`src/rtl/mem_bus_arbiter_pkg.sv`:
```
// Shared encodings for the two-port memory bus arbiter.
package mem_bus_arbiter_pkg;

  typedef enum logic [1:0] {
    ARB_IDLE = 2'd0,
    ARB_BUSY = 2'd1,
    ARB_ACK  = 2'd2
  } arb_state_e;

  localparam logic PORT_CPU = 1'b0;
  localparam logic PORT_DMA = 1'b1;

  localparam logic [3:0] WMASK_NONE = 4'hf;

  // Wide enough for MEM_LATENCY-1 with MEM_LATENCY up to 7.
  localparam int unsigned CNT_W = 3;

endpackage

```
`src/rtl/mem_bus_arbiter_rr_arbiter2.sv`:
```
// Combinational 2-way round-robin pick; the port not granted last wins a tie.
module rr_arbiter2
  import mem_bus_arbiter_pkg::*;
(
  input  logic [1:0] req,
  input  logic       last_grant,
  output logic       grant_valid,
  output logic       grant_id
);

  always_comb begin
    grant_valid = |req;
    grant_id    = PORT_CPU;
    if (req == 2'b11) begin
      grant_id = ~last_grant;
    end else if (req[1]) begin
      grant_id = PORT_DMA;
    end
  end

endmodule

```
`src/rtl/mem_bus_arbiter.sv`:
```
// Serialises complete memory_bus transactions from two masters (CPU, DMA)
// with req/ack handshakes, round-robin priority and registered outputs.
module mem_bus_arbiter
  import mem_bus_arbiter_pkg::*;
#(
  parameter int unsigned ADDR_WIDTH  = 16,
  parameter int unsigned DATA_WIDTH  = 32,
  parameter int unsigned MEM_LATENCY = 1
) (
  input  logic                  clk,
  input  logic                  reset,
  input  logic                  p0_req,
  input  logic                  p0_we,
  input  logic [ADDR_WIDTH-1:0] p0_addr,
  input  logic [DATA_WIDTH-1:0] p0_wdata,
  input  logic [3:0]            p0_wmask,
  output logic                  p0_ack,
  output logic [DATA_WIDTH-1:0] p0_rdata,
  input  logic                  p1_req,
  input  logic                  p1_we,
  input  logic [ADDR_WIDTH-1:0] p1_addr,
  input  logic [DATA_WIDTH-1:0] p1_wdata,
  input  logic [3:0]            p1_wmask,
  output logic                  p1_ack,
  output logic [DATA_WIDTH-1:0] p1_rdata,
  output logic [ADDR_WIDTH-1:0] mem_address,
  output logic [DATA_WIDTH-1:0] mem_write,
  output logic [3:0]            mem_write_mask,
  output logic                  mem_bus_enable,
  output logic                  mem_write_enable,
  input  logic [DATA_WIDTH-1:0] mem_read,
  output logic                  grant_id,
  output logic                  busy
);

  localparam logic [CNT_W-1:0] CNT_LOAD = CNT_W'(MEM_LATENCY - 1);

  arb_state_e            state_q;
  logic [CNT_W-1:0]      cnt_q;
  logic                  prio_q;
  logic                  grant_q;
  logic                  busy_q;
  logic [ADDR_WIDTH-1:0] addr_q;
  logic [DATA_WIDTH-1:0] wdata_q;
  logic [3:0]            mask_q;
  logic                  ben_q;
  logic                  wen_q;
  logic                  ack0_q;
  logic                  ack1_q;
  logic [DATA_WIDTH-1:0] rdata0_q;
  logic [DATA_WIDTH-1:0] rdata1_q;

  logic                  pick_valid;
  logic                  pick_id;
  logic                  last_grant;
  logic                  sel_we;
  logic [ADDR_WIDTH-1:0] sel_addr;
  logic [DATA_WIDTH-1:0] sel_wdata;
  logic [3:0]            sel_wmask;

  // prio_q names the preferred port, so the arbiter sees the other one as last.
  assign last_grant = ~prio_q;

  rr_arbiter2 u_rr (
    .req         ({p1_req, p0_req}),
    .last_grant  (last_grant),
    .grant_valid (pick_valid),
    .grant_id    (pick_id)
  );

  always_comb begin
    sel_we    = p0_we;
    sel_addr  = p0_addr;
    sel_wdata = p0_wdata;
    sel_wmask = p0_wmask;
    if (pick_id == PORT_DMA) begin
      sel_we    = p1_we;
      sel_addr  = p1_addr;
      sel_wdata = p1_wdata;
      sel_wmask = p1_wmask;
    end
  end

  always_ff @(posedge clk) begin
    if (reset) begin
      state_q  <= ARB_IDLE;
      cnt_q    <= '0;
      prio_q   <= PORT_CPU;
      grant_q  <= PORT_CPU;
      busy_q   <= 1'b0;
      addr_q   <= '0;
      wdata_q  <= '0;
      mask_q   <= WMASK_NONE;
      ben_q    <= 1'b0;
      wen_q    <= 1'b0;
      ack0_q   <= 1'b0;
      ack1_q   <= 1'b0;
      rdata0_q <= '0;
      rdata1_q <= '0;
    end else begin
      ack0_q <= 1'b0;
      ack1_q <= 1'b0;
      unique case (state_q)
        ARB_IDLE: begin
          if (pick_valid) begin
            addr_q  <= sel_addr;
            wdata_q <= sel_wdata;
            mask_q  <= sel_we ? sel_wmask : WMASK_NONE;
            ben_q   <= 1'b1;
            wen_q   <= sel_we;
            grant_q <= pick_id;
            busy_q  <= 1'b1;
            cnt_q   <= CNT_LOAD;
            state_q <= ARB_BUSY;
          end
        end
        ARB_BUSY: begin
          if (cnt_q == '0) begin
            if (grant_q == PORT_DMA) begin
              rdata1_q <= mem_read;
              ack1_q   <= 1'b1;
            end else begin
              rdata0_q <= mem_read;
              ack0_q   <= 1'b1;
            end
            ben_q   <= 1'b0;
            wen_q   <= 1'b0;
            prio_q  <= ~grant_q;
            state_q <= ARB_ACK;
          end else begin
            cnt_q <= cnt_q - CNT_W'(1);
          end
        end
        ARB_ACK: begin
          // Requests are ignored here so a master still holding req is not re-granted.
          busy_q  <= 1'b0;
          state_q <= ARB_IDLE;
        end
        default: state_q <= ARB_IDLE;
      endcase
    end
  end

  assign p0_ack           = ack0_q;
  assign p1_ack           = ack1_q;
  assign p0_rdata         = rdata0_q;
  assign p1_rdata         = rdata1_q;
  assign mem_address      = addr_q;
  assign mem_write        = wdata_q;
  assign mem_write_mask   = mask_q;
  assign mem_bus_enable   = ben_q;
  assign mem_write_enable = wen_q;
  assign grant_id         = grant_q;
  assign busy             = busy_q;

endmodule

```
`config.mk`:
```
export PLATFORM = sky130hd
export DESIGN_NAME = mem_bus_arbiter
export DESIGN_NICKNAME = d
export VERILOG_FILES = /design/src/rtl/mem_bus_arbiter_pkg.sv /design/src/rtl/mem_bus_arbiter_rr_arbiter2.sv /design/src/rtl/mem_bus_arbiter.sv
export SDC_FILE = /design/constraint.sdc
export NUM_CORES = 1
export LEC_CHECK = 0
export CAP_MARGIN = 40
export CORE_MARGIN = 3
export CORE_UTILIZATION = 39
export CTS_CLUSTER_SIZE = 16
export DETAILED_ROUTE_END_ITERATION = 7
export GPL_ROUTABILITY_DRIVEN = 0
export GPL_TIMING_DRIVEN = 0
export PLACE_DENSITY_LB_ADDON = 0.15
export SLEW_MARGIN = 10
export SYNTH_ARGS = -nofsm -noshare
export SYNTH_HDL_FRONTEND = slang
export SYNTH_SLANG_ARGS = --single-unit
export TNS_END_PERCENT = 50
```
`constraint.sdc`:
```
create_clock -name clk -period 1.6 [get_ports clk]
set_input_delay 0.24 -clock clk [delete_from_list [all_inputs] [get_ports clk]]
set_output_delay 0.24 -clock clk [all_outputs]
set_load 0.01 [all_outputs]
```
==> impl_metrics.py <==
metrics = {
    "global_routing": {
        "grtUsageTotal": 0.216,
        "grt_first_pass_wirelength_um": 22600,
        "antenna_found_initial": 0,
        "grt_pass1_vias": 4624,
        "grt_max_degree": 20,
        "grt_overflow_total": 0,
    },
    "flow_run": {
        "max_cap_violations": 0,
    },
    "synth": {
        "synth_top_area_frac": 0.540,
        "synth.area.top_cells": "dfxtp_1, mux2i_1, nand2_1",
        "ys_seq_elements": 128,
        "syn_inst": 491,
        "synth_cell_types": 40,
        "syn-num-nets": 635,
        "yosysWarnings": 0,
        "synth_top_cell_by_area": "dfxtp_1",
        "syn-cell-area_um2": 4750,
        "syn_avg_cell_area_um2": 9.67,
        "ys_seq_area_frac": 0.540,
    },
    "worst_hold_path": {
        "min_path_type": "input pin to flop",
        "holdPathStages": 3,
        "min_to": "p0_rdata[15]",
        "holdCritStartpoint": "mem_read[15]",
    },
    "die": {
        "ios": 264,
        "die_w_um": 116,
        "core_area_um2": 11700,
        "fp.dieH_um": 116,
        "start_util": 0.407,
        "dieArea_um2": 13500,
        "rows": 39,
    },
    "finish": {
        "finish.net_count": 917,
        "area_delta_synth_final_pct": 76.4,
        "fillers": 907,
        "final_layout_size_suffix_gt1_frac": 0.104,
        "layout_commonest_cell": "clkdlybuf4s50_1",
        "final_cell_mix": "clkdlybuf4s50_1, dfxtp_1, nand2_1",
        "fin_area_um2": 8380,
        "diodes": 0,
    },
    "setup_path": {
        "cp_data_required_time_ps": 1360,
        "path_class": "flop to primary output",
        "r2r_cells": 7,
        "cp.arrival_ps": 1320,
        "crit_path_max_incr_delay_ps": 570,
        "startpoint": "p1_rdata[29]",
        "start_kind": "flop",
        "r2r_start": "cnt_q[1]",
        "r2r-end": "p1_rdata[23]",
        "worstPathCellList": "clkdlybuf4s50_1",
        "cp_num_buf_inv": 1,
        "worst-r2r-setup-slack_ps": 70,
        "crit_fanout": 2,
        "critPathSlowestCell": "clkdlybuf4s50_1",
        "end_kind": "primary output",
        "cp_top_family": "buffers and inverters",
    },
    "pwr": {
        "p_leak_nw": 3.71,
        "p_switching_mw": 2.48,
        "p_int_mw": 7.24,
        "power.density_nw_per_um2": 1160,
        "power_frac_comb": 0.200,
        "clock_power_share": 0.427,
        "pwr-share-seq": 0.373,
        "p_sw_frac": 0.255,
        "max-vdd-ir-drop_mv": 0.573,
    },
    "sta": {
        "slew_headroom": 0.588,
        "timing.final.crit_period_ps": 1560,
        "slew_viol_final": 0,
        "finalHoldWorstSlack_ps": 418,
        "worstMarginPinSlew_ps": 613,
        "setup_violations": 0,
        "rsz0062_at_grt": "false",
        "hold_viol": 0,
        "post-route-period-util": 0.973,
        "fmax_mhz": 642,
        "worst_clock_skew_ps": 11.2,
    },
    "drt": {
        "wl_met1_um": 5500,
        "viasPerCell": 4.93,
        "vias": 4581,
        "drt_pass1_iterations": 4,
        "drcViolationCount": 0,
        "dr.max_layer_used": "met4",
        "drtAntennaViolNets": 0,
        "wl_met2_um": 7780,
        "routedWlPerCell_um": 16.1,
        "wl_met3_um": 1510,
        "routed_wl_um": 14900,
        "first_iter_violations": 278,
    },
    "clocking": {
        "cts_buffers": 17,
        "cts_root_buf": "clkbuf_16",
        "clock_latency_ps": 410,
        "cts_tree": "yes",
        "clk_pin_slew_ps": 60,
        "cts_buffer_depth": 2,
        "cts.sinks": 128,
        "ctsHtreeMaxLevel": 4,
        "cts_hold_buffers": 0,
    },
    "place": {
        "placed_area_um2": 7560,
        "hpwl_um": 11400,
        "io_buffers": 263,
    },
    "outcome": {
        "status": "completed",
    },
}
==> cells by family after synthesis <==
kind of cell               share of synthesized area
AOI/OAI and AO/OA                              0.178
adders and majority gates                    0.00527
and+or+nand+nor                                0.122
muxes                                          0.101
xor gates and xnor gates                     0.00369
buffers and inverters                         0.0508
DFF                                            0.540
==> cell type report <==
type	instances	area, um2	share of cell area
Timing Repair Buffer	264	2710	0.323
Clock buffer	18	439	0.0524
Tap cell	143	179	0.0214
Clock inverter	14	203	0.0242
Sequential cell	128	2560	0.306
Inverter	5	18.8	0.00224
Multi-Input combinational cell	322	2010	0.240
Buffer	35	260	0.0311
==> worst reg2reg max path: cells and delay by family, from the launching register on <==
family / cells / cell delay, ps
AOI/OAI and AO/OA: 1 / 190
adders and majority gates: 1 / 170
buffers and inverters: 3 / 320
DFF: 1 / 340
and+or+nand+nor: 2 / 410
==> through the flow <==
step           std cells  power [mW]  TNS, ps  utilization  setup WS [ps]
6_report             929        9.72        0        0.718           43.3
2_1_floorplan        491        4.47        0            -            105
4_1_cts              928        9.76    -48.5        0.706          -25.9
3_5_place_dp         897        5.58   -26650        0.648           -441
3_3_place_gp         897        5.54   -22560        0.648           -405
5_1_grt              929        10.1        0        0.718          0.633
==> synthesized netlist by cell type <==
library cell,count
nor4_2,1
a32o_1,1
buf_4,3
a21oi_1,33
nand2_1,116
nor2b_1,1
nand3_1,1
a21bo_2,1
and4bb_4,1
dfxtp_1,128
nor2_2,1
nor2_1,6
clkbuf_1,7
or2_2,1
a22o_1,32
o21a_1,2
buf_6,1
o221a_2,1
nor3b_1,1
a21oi_2,1
and3_4,1
nand2b_1,2
nor3_1,2
buf_1,2
xnor2_1,2
o21ai_1,10
a31o_2,1
inv_1,5
buf_2,19
nand4bb_1,1
buf_8,4
nor3_2,1
o22ai_1,4
ha_1,2
a2bb2oi_1,4
mux2i_1,48
a2111oi_1,1
o21ai_0,41
o31a_1,1
and2_1,1
==> what timing repair did <==
action                     CTS  global route
gates resized for setup     11            55
buffers inserted             0             1
setup endpoints to repair   72           104
pin swaps                    0             2
==> registers in the layout, summed over array words and instances (netlist names) <==
name and flops:
p0_ack 1, busy 1, mem_write_enable 1, mem_write 32, mem_write_mask 4, cnt_q 3, mem_bus_enable 1, prio_q 1
p1_rdata 32, state_q 2, p0_rdata 32, mem_address 16, p1_ack 1, grant_id 1
==> power by group through the flow <==
stage	logic [mW]	registers, mW	clock network [mW]
2_1_floorplan	0.665	3.80	0
3_3_place_gp	1.87	3.67	0
3_5_place_dp	1.90	3.69	0
4_1_cts	1.93	3.63	4.21
5_1_grt	2.11	3.66	4.36
6_report	1.95	3.63	4.15
==> per-layer routing <==
layer | vias to the layer above | GRT usage
li1 | 2268 | -
met1 | 2123 | 0.227
met2 | 178 | 0.387
met3 | 12 | 0.103
met4 | 0 | 0.0596
met5 | - | 0
==> worst max-delay path by stage <==
stage,slack [ps],endpoint,cells past startpoint
after floorplan,110,p1_rdata[10],7
final,40,p1_rdata[29],1
after global placement,-400,mem_address[12],7
after CTS,-30,p0_rdata[22],8
after detailed placement,-440,mem_write[3],7
after global routing,0.6,mem_write[1],1
No activity file was read; power rests on OpenSTA's default activity.
==> patch, RTL diff (config.mk and constraints unchanged) <==
`CNT_W`: 3 -> 6.
--- a/src/rtl/mem_bus_arbiter_pkg.sv
+++ b/src/rtl/mem_bus_arbiter_pkg.sv
@@ -14,5 +14,5 @@
 
   // Wide enough for MEM_LATENCY-1 with MEM_LATENCY up to 7.
-  localparam int unsigned CNT_W = 3;
+  localparam int unsigned CNT_W = 6;
 
 endpackage
Behaviour: no difference found for any inputs over 4 cycles, from zero or initial values and one cycle with reset high; that may be too few to reach the edited logic, so the function may still have changed.
==> patch against the unedited design <==
  * Sequential cell count increased by 3
  * The run now ends with setup timing left
  * Synthesized cell count increased by 21%
  * Setup slack got worse by 0.23 ns
  * Highest routed layer unchanged
  * Largest cell class unchanged
  * Area after synthesis increased by 8.9%
  * Via count increased by 16%
  * Design area increased by 6.5%
  * Routed wire length increased by 19%
  * Core utilization decreased by 2.0 points
  * Critical path type is now register to register
Power is not compared: it rests on default switching activity, and its combinational part moved more than twofold at a synthesized area within 25%.
==> patch: results (changes against the unedited design) <==
Parameter                              Value

Placed design
  Worst Setup Slack post-DPL    -0.724 ns (-0.283 ns)
  Post-DP HPWL    13400 um (+18%)
  Instance area after placement    0.00802 mm2 (+6.1%)
  I/O Buffers    262 (-0.38%)

Critical path
  Arrival time at the worst endpoint    2.07 ns (+0.75 ns)
  Max Fanout on Critical Path    6 (+4)
  Endpoint kind of the worst setup timing path    register

Drt
  Routed via count divided by cell count    4.99 (+1.3%)
  Detail-routed net length per standard cell    16.6 um (+3.5%)
  Drt first-iter violations    267 (-4.0%)
  DRT Pass-1 Iters    5 (+1)

STA
  Final-report setup violation count    36 (+36)
  Min setup slack post-route    -0.191 ns (-0.234 ns)
  Relative slew margins    61.3% (+2.5 points)
  Setup TNS    -5.10 ns (-5.10 ns)
  Setup Skew    0.00748 ns (-0.00375 ns)

CTS
  Clk Latency, worst-skew pair    ~0.42 ns
  Max Root-Sink Buffers    2 (unchanged)
  Number of gates resized after CTS    44 (+33)
  Deepest level of the CTS H-tree    4 (unchanged)
  Post-CTS Repair Setup Buffers    2 (+2)
  Root Buffer    clkbuf_16
  Number of buffers inserted during clock tree synthesis    17 (unchanged)

Outcome
  Outcome    finished with violations
  Violated checks    setup timing

Global routing
  Number of global-route vias before repair    5366 (+16%)
  Global routing usage summed across all routing layers    23.4% (+1.8 points)
  Maximum number of pins on one net before global-route repair    17 (-15%)
  Initial antenna violation count    1 (+1)
  Global-route wire length before repair    26800 um (+18%)

Power
  Combinational power    0.00591 W
  Internal power component    0.00983 W
  Power attributed to sequential cells    0.00466 W
  Maximum VDD drop    824 uV

Yosys
  Post-Synth Adder-Cell Area    0.484% (-0.043 points)
  Top flip-flop cell by instance count after synthesis    dfxtp_1
  Complex-gate fraction of the synthesized area    16.2% (-1.5 points)
  Top cells by instance count after synthesis    nand2_1 (133), dfxtp_1 (131), a21oi_1 (71)
  Cell types occupying the most area after synthesis    dfxtp_1 (51%), mux2i_1 (10%), nand2_1 (9.7%)
  Post-synthesis cell count    596 (+21%)
  Share of the yosys chip area belonging to registers    50.7% (-3.3 points)
  Total number of yosys warnings    0 (unchanged)
  Fraction of synthesized cell area in xor and xnor cells    0% (-0.37 points)
  Number of nets produced by synthesis    740 (+17%)
  Share of flip-flops with an asynchronous set or reset after synthesis    0% (unchanged)
  Share of synthesized area spent on multiplexers    10.3% (+0.14 points)
  Number of library cell types mapped by synthesis    34 (-15%)

Cells and area
  Final non-filler cell total    1065 (+15%)
  Share of final-layout standard cells stronger than drive strength 1    11.7% (+1.2 points)
  Layout Nets    1023 (+12%)
-- patch: cell count changes after synthesis, sizes merged, moves of 5 or more --
cell    unedited run  this run
nor3               3         9
nand2            116       133
nor2               7        52
a22o              32         0
o21ai             51         4
mux2i             48        53
clkbuf             7        25
a31oi              0         5
a211oi             0        48
buf               29        22
or3                0         5
a21oi             34        71
-- patch: worst max-delay path, stage by stage, from the launching register on --
cell and delay (ns):
dfxtp_2 0.32, or3_4 0.41, or4_4 0.60, buf_6 0.18, nand2_2 0.08, a21oi_2 0.05
-- patch: kinds of logic after synthesis --
logic type / count (synthesis)
AOI/OAI and AO/OA: 137
adders and majority gates: 2
buffers and inverters: 53
DFF: 131
muxes: 53
and+or+nand+nor: 220
-- patch: worst paths after layout --
| path | startpoint | to | slack [ns] | cells after the start |
|---|---|---|---|---|
| max reg2reg | cnt_q[3]$_SDFFE_PP0P_ | p0_rdata[24]$_SDFFE_PP0P_ | -0.19 | 5 |
| min reg2reg | p1_rdata[15]$_SDFFE_PP0P_ | p1_rdata[15]$_SDFFE_PP0P_ | 0.45 | 2 |
| max | cnt_q[3]$_SDFFE_PP0P_ | p0_rdata[24]$_SDFFE_PP0P_ | -0.19 | 5 |
| min | reset | state_q[1]$_SDFFE_PP0P_ | 0.33 | 2 |
-- patch: final cells by class --
class                   count  area [um2]
diodes                      1        2.50
plain buffers              43         259
clock buffers              23         488
clock inverters             9         150
fillers                  1013        3850
inverters                   6        22.5
multi-input cells         412        2430
flip-flops and latches    131        2630
well taps                 172         215
repair buffers            268        2710
-- patch: routing by layer --
metal  global-route usage [%]  wire (um)  vias up
met4                     9.45        465        0
met2                     40.5       8940      227
li1                         -          -     2618
met5                        0          0        -
met1                     25.4       6600     2444
met3                     9.51       1690       30
